--- src/rtl/pwm_pkg.sv ---
// Shared constants and helpers for the PWM peripheral slice.
package pwm_pkg;

    // Number of chip output channels driven by the peripheral.
    localparam int NUM_CH = 16;

    // Width of the shared PWM period counter.
    localparam int CNT_W = 8;

    // Last PWM counter value before the wrap back to 0.
    localparam logic [CNT_W-1:0] CNT_MAX = 8'hFF;

    // Duty value that forces a constant-high output instead of 255/256.
    localparam logic [CNT_W-1:0] DUTY_FULL = 8'hFF;

    // Bits needed to hold a prescale count of 0..prescale-1 (at least 1 bit).
    function automatic int prescale_width(input int prescale);
        return (prescale <= 2) ? 1 : $clog2(prescale);
    endfunction

endpackage : pwm_pkg

--- src/rtl/pwm_if.sv ---
// Register-to-peripheral bundle: configuration from the SPI register block
// in, registered channel outputs and the period marker back out.
interface pwm_if;
    import pwm_pkg::*;

    logic [7:0]        en_reg_out_7_0;
    logic [7:0]        en_reg_out_15_8;
    logic [7:0]        en_reg_pwm_7_0;
    logic [7:0]        en_reg_pwm_15_8;
    logic [CNT_W-1:0]  pwm_duty_cycle;
    logic [NUM_CH-1:0] out;
    logic              period_start;

    // Register block side: owns the configuration, observes the outputs.
    modport master (
        output en_reg_out_7_0,
        output en_reg_out_15_8,
        output en_reg_pwm_7_0,
        output en_reg_pwm_15_8,
        output pwm_duty_cycle,
        input  out,
        input  period_start
    );

    // Peripheral side: consumes the configuration, drives the outputs.
    modport slave (
        input  en_reg_out_7_0,
        input  en_reg_out_15_8,
        input  en_reg_pwm_7_0,
        input  en_reg_pwm_15_8,
        input  pwm_duty_cycle,
        output out,
        output period_start
    );

endinterface : pwm_if

--- src/rtl/pwm_tick_gen.sv ---
// Prescaler: emits a one-clock tick every PRESCALE system clocks.
module pwm_tick_gen
    import pwm_pkg::*;
#(
    parameter int PRESCALE = 3000
) (
    input  logic clk,
    input  logic rst,
    output logic tick
);

    localparam int            PRE_W    = prescale_width(PRESCALE);
    localparam logic [PRE_W-1:0] PRE_LAST = PRE_W'(PRESCALE - 1);

    logic [PRE_W-1:0] pre_cnt;

    // The tick is the terminal count itself, so PRESCALE=1 ticks every clock.
    assign tick = (pre_cnt == PRE_LAST);

    // Count 0..PRESCALE-1 and return to 0 on the tick.
    // NOTE: sequential state uses non-blocking assignments so every flop
    // samples pre-edge values, independent of block ordering.
    always_ff @(posedge clk) begin
        if (rst) begin
            pre_cnt <= '0;
        end else if (tick) begin
            pre_cnt <= '0;
        end else begin
            pre_cnt <= pre_cnt + PRE_W'(1);
        end
    end

endmodule : pwm_tick_gen

--- src/rtl/pwm_peripheral.sv ---
// PWM peripheral: one shared prescaled 8-bit PWM waveform, a duty shadow
// that only updates at the period wrap, and 16 registered channel outputs
// gated by per-channel output and PWM enables.
module pwm_peripheral
    import pwm_pkg::*;
#(
    parameter int PRESCALE = 3000
) (
    input logic clk,
    input logic rst,
    pwm_if.slave bus
);

    logic              tick;
    logic              wrap;
    logic              pwm_level;
    logic [CNT_W-1:0]  pwm_cnt;
    logic [CNT_W-1:0]  duty_sh;
    logic [NUM_CH-1:0] en_out;
    logic [NUM_CH-1:0] en_pwm;
    logic [NUM_CH-1:0] out_d;
    logic [NUM_CH-1:0] out_q;
    logic              period_start_q;

    pwm_tick_gen #(
        .PRESCALE (PRESCALE)
    ) u_tick_gen (
        .clk  (clk),
        .rst  (rst),
        .tick (tick)
    );

    // Enables are already in the clk domain and take effect unshadowed.
    assign en_out = {bus.en_reg_out_15_8, bus.en_reg_out_7_0};
    assign en_pwm = {bus.en_reg_pwm_15_8, bus.en_reg_pwm_7_0};

    // The wrap is the tick that moves the counter from 255 to 0.
    assign wrap = tick && (pwm_cnt == CNT_MAX);

    // Shared period counter; wraps naturally, all channels stay phase-aligned.
    always_ff @(posedge clk) begin
        if (rst) begin
            pwm_cnt <= '0;
        end else if (tick) begin
            pwm_cnt <= pwm_cnt + CNT_W'(1);
        end
    end

    // Duty shadow loads only at the wrap so a period is never cut or stretched.
    always_ff @(posedge clk) begin
        if (rst) begin
            duty_sh <= '0;
        end else if (wrap) begin
            duty_sh <= bus.pwm_duty_cycle;
        end
    end

    // 255 is forced fully on rather than 255/256; 0 falls out as always off.
    assign pwm_level = (duty_sh == DUTY_FULL) | (pwm_cnt < duty_sh);

    // Per-channel select: disabled -> 0, static -> 1, PWM -> shared level.
    always_comb begin
        out_d = en_out & (~en_pwm | {NUM_CH{pwm_level}});
    end

    // Register the channel outputs and the period marker together.
    always_ff @(posedge clk) begin
        if (rst) begin
            out_q          <= '0;
            period_start_q <= 1'b0;
        end else begin
            out_q          <= out_d;
            period_start_q <= wrap;
        end
    end

    assign bus.out          = out_q;
    assign bus.period_start = period_start_q;

endmodule : pwm_peripheral
--- src/flat_wrapper.sv ---
// flat-port wrapper written by rule: the top's interface ports become plain ports
module pwm_peripheral_flat import pwm_pkg::*;
#(
    parameter int PRESCALE = 3000
)
  (clk, rst, bus_en_reg_out_7_0, bus_en_reg_out_15_8, bus_en_reg_pwm_7_0, bus_en_reg_pwm_15_8, bus_pwm_duty_cycle, bus_out, bus_period_start);
  pwm_if bus_i ();
  input logic clk;
  input logic rst;
  input wire logic [$bits(bus_i.en_reg_out_7_0)-1:0] bus_en_reg_out_7_0;
  input wire logic [$bits(bus_i.en_reg_out_15_8)-1:0] bus_en_reg_out_15_8;
  input wire logic [$bits(bus_i.en_reg_pwm_7_0)-1:0] bus_en_reg_pwm_7_0;
  input wire logic [$bits(bus_i.en_reg_pwm_15_8)-1:0] bus_en_reg_pwm_15_8;
  input wire logic [$bits(bus_i.pwm_duty_cycle)-1:0] bus_pwm_duty_cycle;
  output wire logic [$bits(bus_i.out)-1:0] bus_out;
  output wire logic [$bits(bus_i.period_start)-1:0] bus_period_start;
  assign bus_i.en_reg_out_7_0 = bus_en_reg_out_7_0;
  assign bus_i.en_reg_out_15_8 = bus_en_reg_out_15_8;
  assign bus_i.en_reg_pwm_7_0 = bus_en_reg_pwm_7_0;
  assign bus_i.en_reg_pwm_15_8 = bus_en_reg_pwm_15_8;
  assign bus_i.pwm_duty_cycle = bus_pwm_duty_cycle;
  assign bus_out = bus_i.out;
  assign bus_period_start = bus_i.period_start;
  pwm_peripheral #(.PRESCALE(PRESCALE)) u_core (.clk(clk), .rst(rst), .bus(bus_i));
endmodule
--- config.mk ---
export PLATFORM = sky130hd
export DESIGN_NAME = pwm_peripheral_flat
export DESIGN_NICKNAME = d
export VERILOG_FILES = /design/src/rtl/pwm_pkg.sv /design/src/rtl/pwm_if.sv /design/src/rtl/pwm_tick_gen.sv /design/src/rtl/pwm_peripheral.sv /design/src/flat_wrapper.sv
export SDC_FILE = /design/constraint.sdc
export NUM_CORES = 1
export LEC_CHECK = 0
export CORE_UTILIZATION = 55
export DETAILED_ROUTE_END_ITERATION = 12
export DONT_BUFFER_PORTS = 1
export GPL_TIMING_DRIVEN = 1
export PLACE_DENSITY_LB_ADDON = 0.2
export REMOVE_ABC_BUFFERS = 1
export SYNTH_ARGS = -nofsm -noshare
export SYNTH_HDL_FRONTEND = slang
export SYNTH_SLANG_ARGS = --single-unit
--- constraint.sdc ---
create_clock -name clk -period 1.7 [get_ports clk]
set_input_delay 0.085 -clock clk [delete_from_list [all_inputs] [get_ports clk]]
set_output_delay 0.085 -clock clk [all_outputs]
set_load 0.1 [all_outputs]
==> summary.md <==
| Metric | Value |
|---|---|
| Worst Skew | `0.0234 ns` |
| Met2 wire length | `3780 um` |
| Slew Limit Fails | `0` |
| Vias in the first global route | `2098` |
| H-tree Lvls | `2` |
| Ys Warns | `0` |
| Hold_ws | `0.121 ns` |
| Power Internal | `0.00152 W` |
| Highest metal used | `met4` |
| Worst EP arrival | `2.14 ns` |
| Port-buffer cells | `0` |
| Worst-margin pin slew | `0.789 ns` |
| Outcome | `finished, violations left` |
| Failing checks | `setup timing` |
| Leakage | `1.12 nW` |
| Starting Density | `58.1%` |
| DR vias/cell | `6.62` |
| Worst r2r src | `u_core.duty_sh[6]` |
| Netlist cell types | `32` |
| Clock power share | `33.8%` |
| Slew headroom | `47.2%` |
| VDD IR max | `0.439 mV` |
| CTS sink count | `45` |
| Ports | `59` |
| GRT Util Overall | `38.4%` |
| Synth top area share | `46.1%` |
| First-pass GRT wire length | `10100 um` |
| WP data required | `2.00 ns` |
| Wl on met1 | `2940 um` |
| Number of flops mapped to enable cells by yosys | `0` |
| CP peak stage delay | `0.42 ns` |
| Vias | `2356` |
| Post-Syn Instances | `220` |
| Final GP Congestion | `0.764` |
| Pwr Density | `697 nW/um^2` |
| CTS clk-pin slew, worst paths | `0.16 ns` |
| CORE AREA | `3360 um^2` |
| Final setup viols | `24` |
| Global route overflow | `0` |
| Time the worst path needs with I/O delays and setup | `1.84 ns` |
| Worst setup EP type | `flop` |
| Most frequent cells in the layout | `58 x dlygate4sd3_1, 37 x dfxtp_1, 32 x buf_4, 20 x nor2_1, 18 x nand2b_1` |
| Seq pwr share | `50.9%` |
| Reg2Reg Depth | `7` |
| Initial antenna violation count | `0` |
| Largest net degree at the start of global routing | `20` |
| Worst Setup Slack, final | `-0.138 ns` |
| Worst-path fanout max | `8` |
| Power, Total | `0.00214 W` |
| Ant. Diodes | `0` |
| Root Buffer Master | `clkbuf_4` |
| Period utilisation layout | `108%` |
| Largest area contributor in the netlist | `dfxtp_1` |
| Number of fill cells | `113` |
| Most common cell after layout, fill and taps aside | `dlygate4sd3_1` |
| Hold Fails Final Rpt | `0` |
| Site Rows | `21` |
| Cell Area, Synth | `1950 um^2` |
| Comb pwr share | `15.3%` |
| TritonCTS buffer count | `5` |
| Hold Path Class | `in -> reg` |
| Asr flop ratio synth | `0%` |
| Fin util | `91.0%` |
| DRC violation total after the first TritonRoute iteration | `334` |
| Worst setup path endpoint | `u_core.bus.out[14]` |
| Max-Cap Viols | `0` |
| Synth area leaders | `dfxtp_1 46%, a21oi_1 7.7%, ha_1 5.8%` |
| Syn-to-layout area delta | `56.8%` |
| Worst path slowest cell | `o32ai_2` |
| Routed len/inst | `23.7 um` |
| Critical path class | `reg -> reg` |
| Flop2flop setup slack | `-0.14 ns` |
| Nets | `360` |
| Post-DP HPWL | `2960 um` |
| Met3 wire length | `1060 um` |
| Remaining DRCs | `0` |
| Final wirelength | `8440 um` |
| Place WS | `-0.0501 ns` |
| Critical path origin | `u_core.duty_sh[6]` |
| Clock latency on the worst-skew pair | `0.39 ns` |
| RSZ-0062 raised after global routing | `true` |
| Net Sw Frac | `28.7%` |
| CTS tree | `yes` |
| Ys flop type | `dfxtp_1` |
| Avg Cell Area, Syn | `8.88 um^2` |
| Layout cells sized above 1 | `26.8%` |
| Crit path cell chain | `inv_2, ha_4, and4_1, o21ai_1, o32ai_2, buf_6, a21oi_1` |
| #FFs+latches synth | `45` |
| Final ANT Viol Nets | `0` |
| DIE HEIGHT | `61.6 um` |
| Area after DPL | `2150 um^2` |
| Max Root-Sink Buffers | `2` |
| NetSw | `0.000612 W` |
| Reg2reg end | `u_core.bus.out[14]` |
| Startpoint Class | `flop` |
| Seq/Total Area, Yosys | `46.1%` |
| Fmax | `0.544 GHz` |
| Post-route cell area | `3060 um^2` |
| Die area | `3790 um^2` |
| Drt pass-1 iters | `5` |
| Die Width | `61.6 um` |
state kept, by name, summed over array words and instances (netlist names):
name                       count
u_core.bus.period_start        1
u_core.pwm_cnt                 8
u_core.u_tick_gen.pre_cnt     12
u_core.duty_sh                 8
u_core.bus.out                16
Yosys cell counts, types with 3 or more instances:
cell type  number
nand2b_1       18
clkbuf_1        5
buf_2           3
o21ai_0        11
dfxtp_1        45
nor3_1          4
ha_1            9
nand3_1        16
inv_1          11
nand4_1         5
xnor2_1         9
nor2_1         20
a21oi_1        30
nand2_1         8
xor2_1          4
logic make-up (layout without fill, tap and decap cells):
logic type / count (synthesis) / after routing / share of synthesized area, %
flops: 45 / 45 / 46.1
fa+ha+maj: 9 / 9 / 5.77
xor+xnor: 13 / 13 / 5.83
compound gates: 48 / 48 / 14.2
simple gates: 84 / 84 / 23.7
buf+inv: 21 / 111 / 4.42
worst max-delay path: cells and delay by family, from the launching register on:
| family | cells | cell delay (ns) |
|---|---|---|
| AND/OR/NAND/NOR | 1 | 0.20 |
| adder cells (fa/ha/maj) | 1 | 0.27 |
| flip-flops | 1 | 0.38 |
| buffers and inverters | 2 | 0.29 |
| AO/OA/AOI/OAI | 3 | 0.61 |
cell type report:
class                   count  area (um^2)  share of cell area (%)
multi-input cells         154         1120                    36.7
flip-flops and latches     45          913                    29.8
repair buffers             92          843                    27.5
well taps                  46         57.6                    1.88
clock inverters             3         46.3                    1.51
inverters                  11         41.3                    1.35
clock buffers               5         37.5                    1.23
metal layers:
metal	track usage [%]	vias to the layer above
met5	0	-
met4	26.7	0
met3	13.2	92
met2	64.4	260
met1	40.2	1067
li1	-	937
how the worst min path moves through the flow:
stage | startpoint | endpoint | slack (ns) | cells after the start
detailed placement | rst | u_core.duty_sh[3] | 0.16 | 1
floorplan | rst | u_core.duty_sh[0] | 0.15 | 1
finish | rst | u_core.u_tick_gen.pre_cnt[1] | 0.12 | 2
global route | rst | u_core.u_tick_gen.pre_cnt[1] | 0.15 | 2
CTS | rst | u_core.u_tick_gen.pre_cnt[1] | 0.13 | 2
global placement | rst | u_core.duty_sh[2] | 0.16 | 1
power by group through the flow:
stage	Clock, W	Combinational (W)	Sequential, W
global route	0.000738	0.000338	0.00109
detailed placement	0	0.000179	0.00111
global placement	0	0.000177	0.00111
floorplan	0	0.0000324	0.00122
finish	0.000721	0.000327	0.00109
CTS	0.000681	0.000291	0.00108
metrics by stage:
step / setup TNS [ns] / instances
after global placement: 0 / 281
after global routing: -3.04 / 356
after CTS: 0 / 352
final: -2.03 / 356
after floorplan: -2.12 / 210
after detailed placement: -0.615 / 281
repair_timing:
item	CTS	global route
pin swaps	1	18
buffers inserted	4	4
setup endpoints to repair	16	38
hold buffers	58	0
endpoints found under the hold margin	35	0
gates resized for setup	9	38
gates cloned	1	0
(Power assumes the default switching activity.)
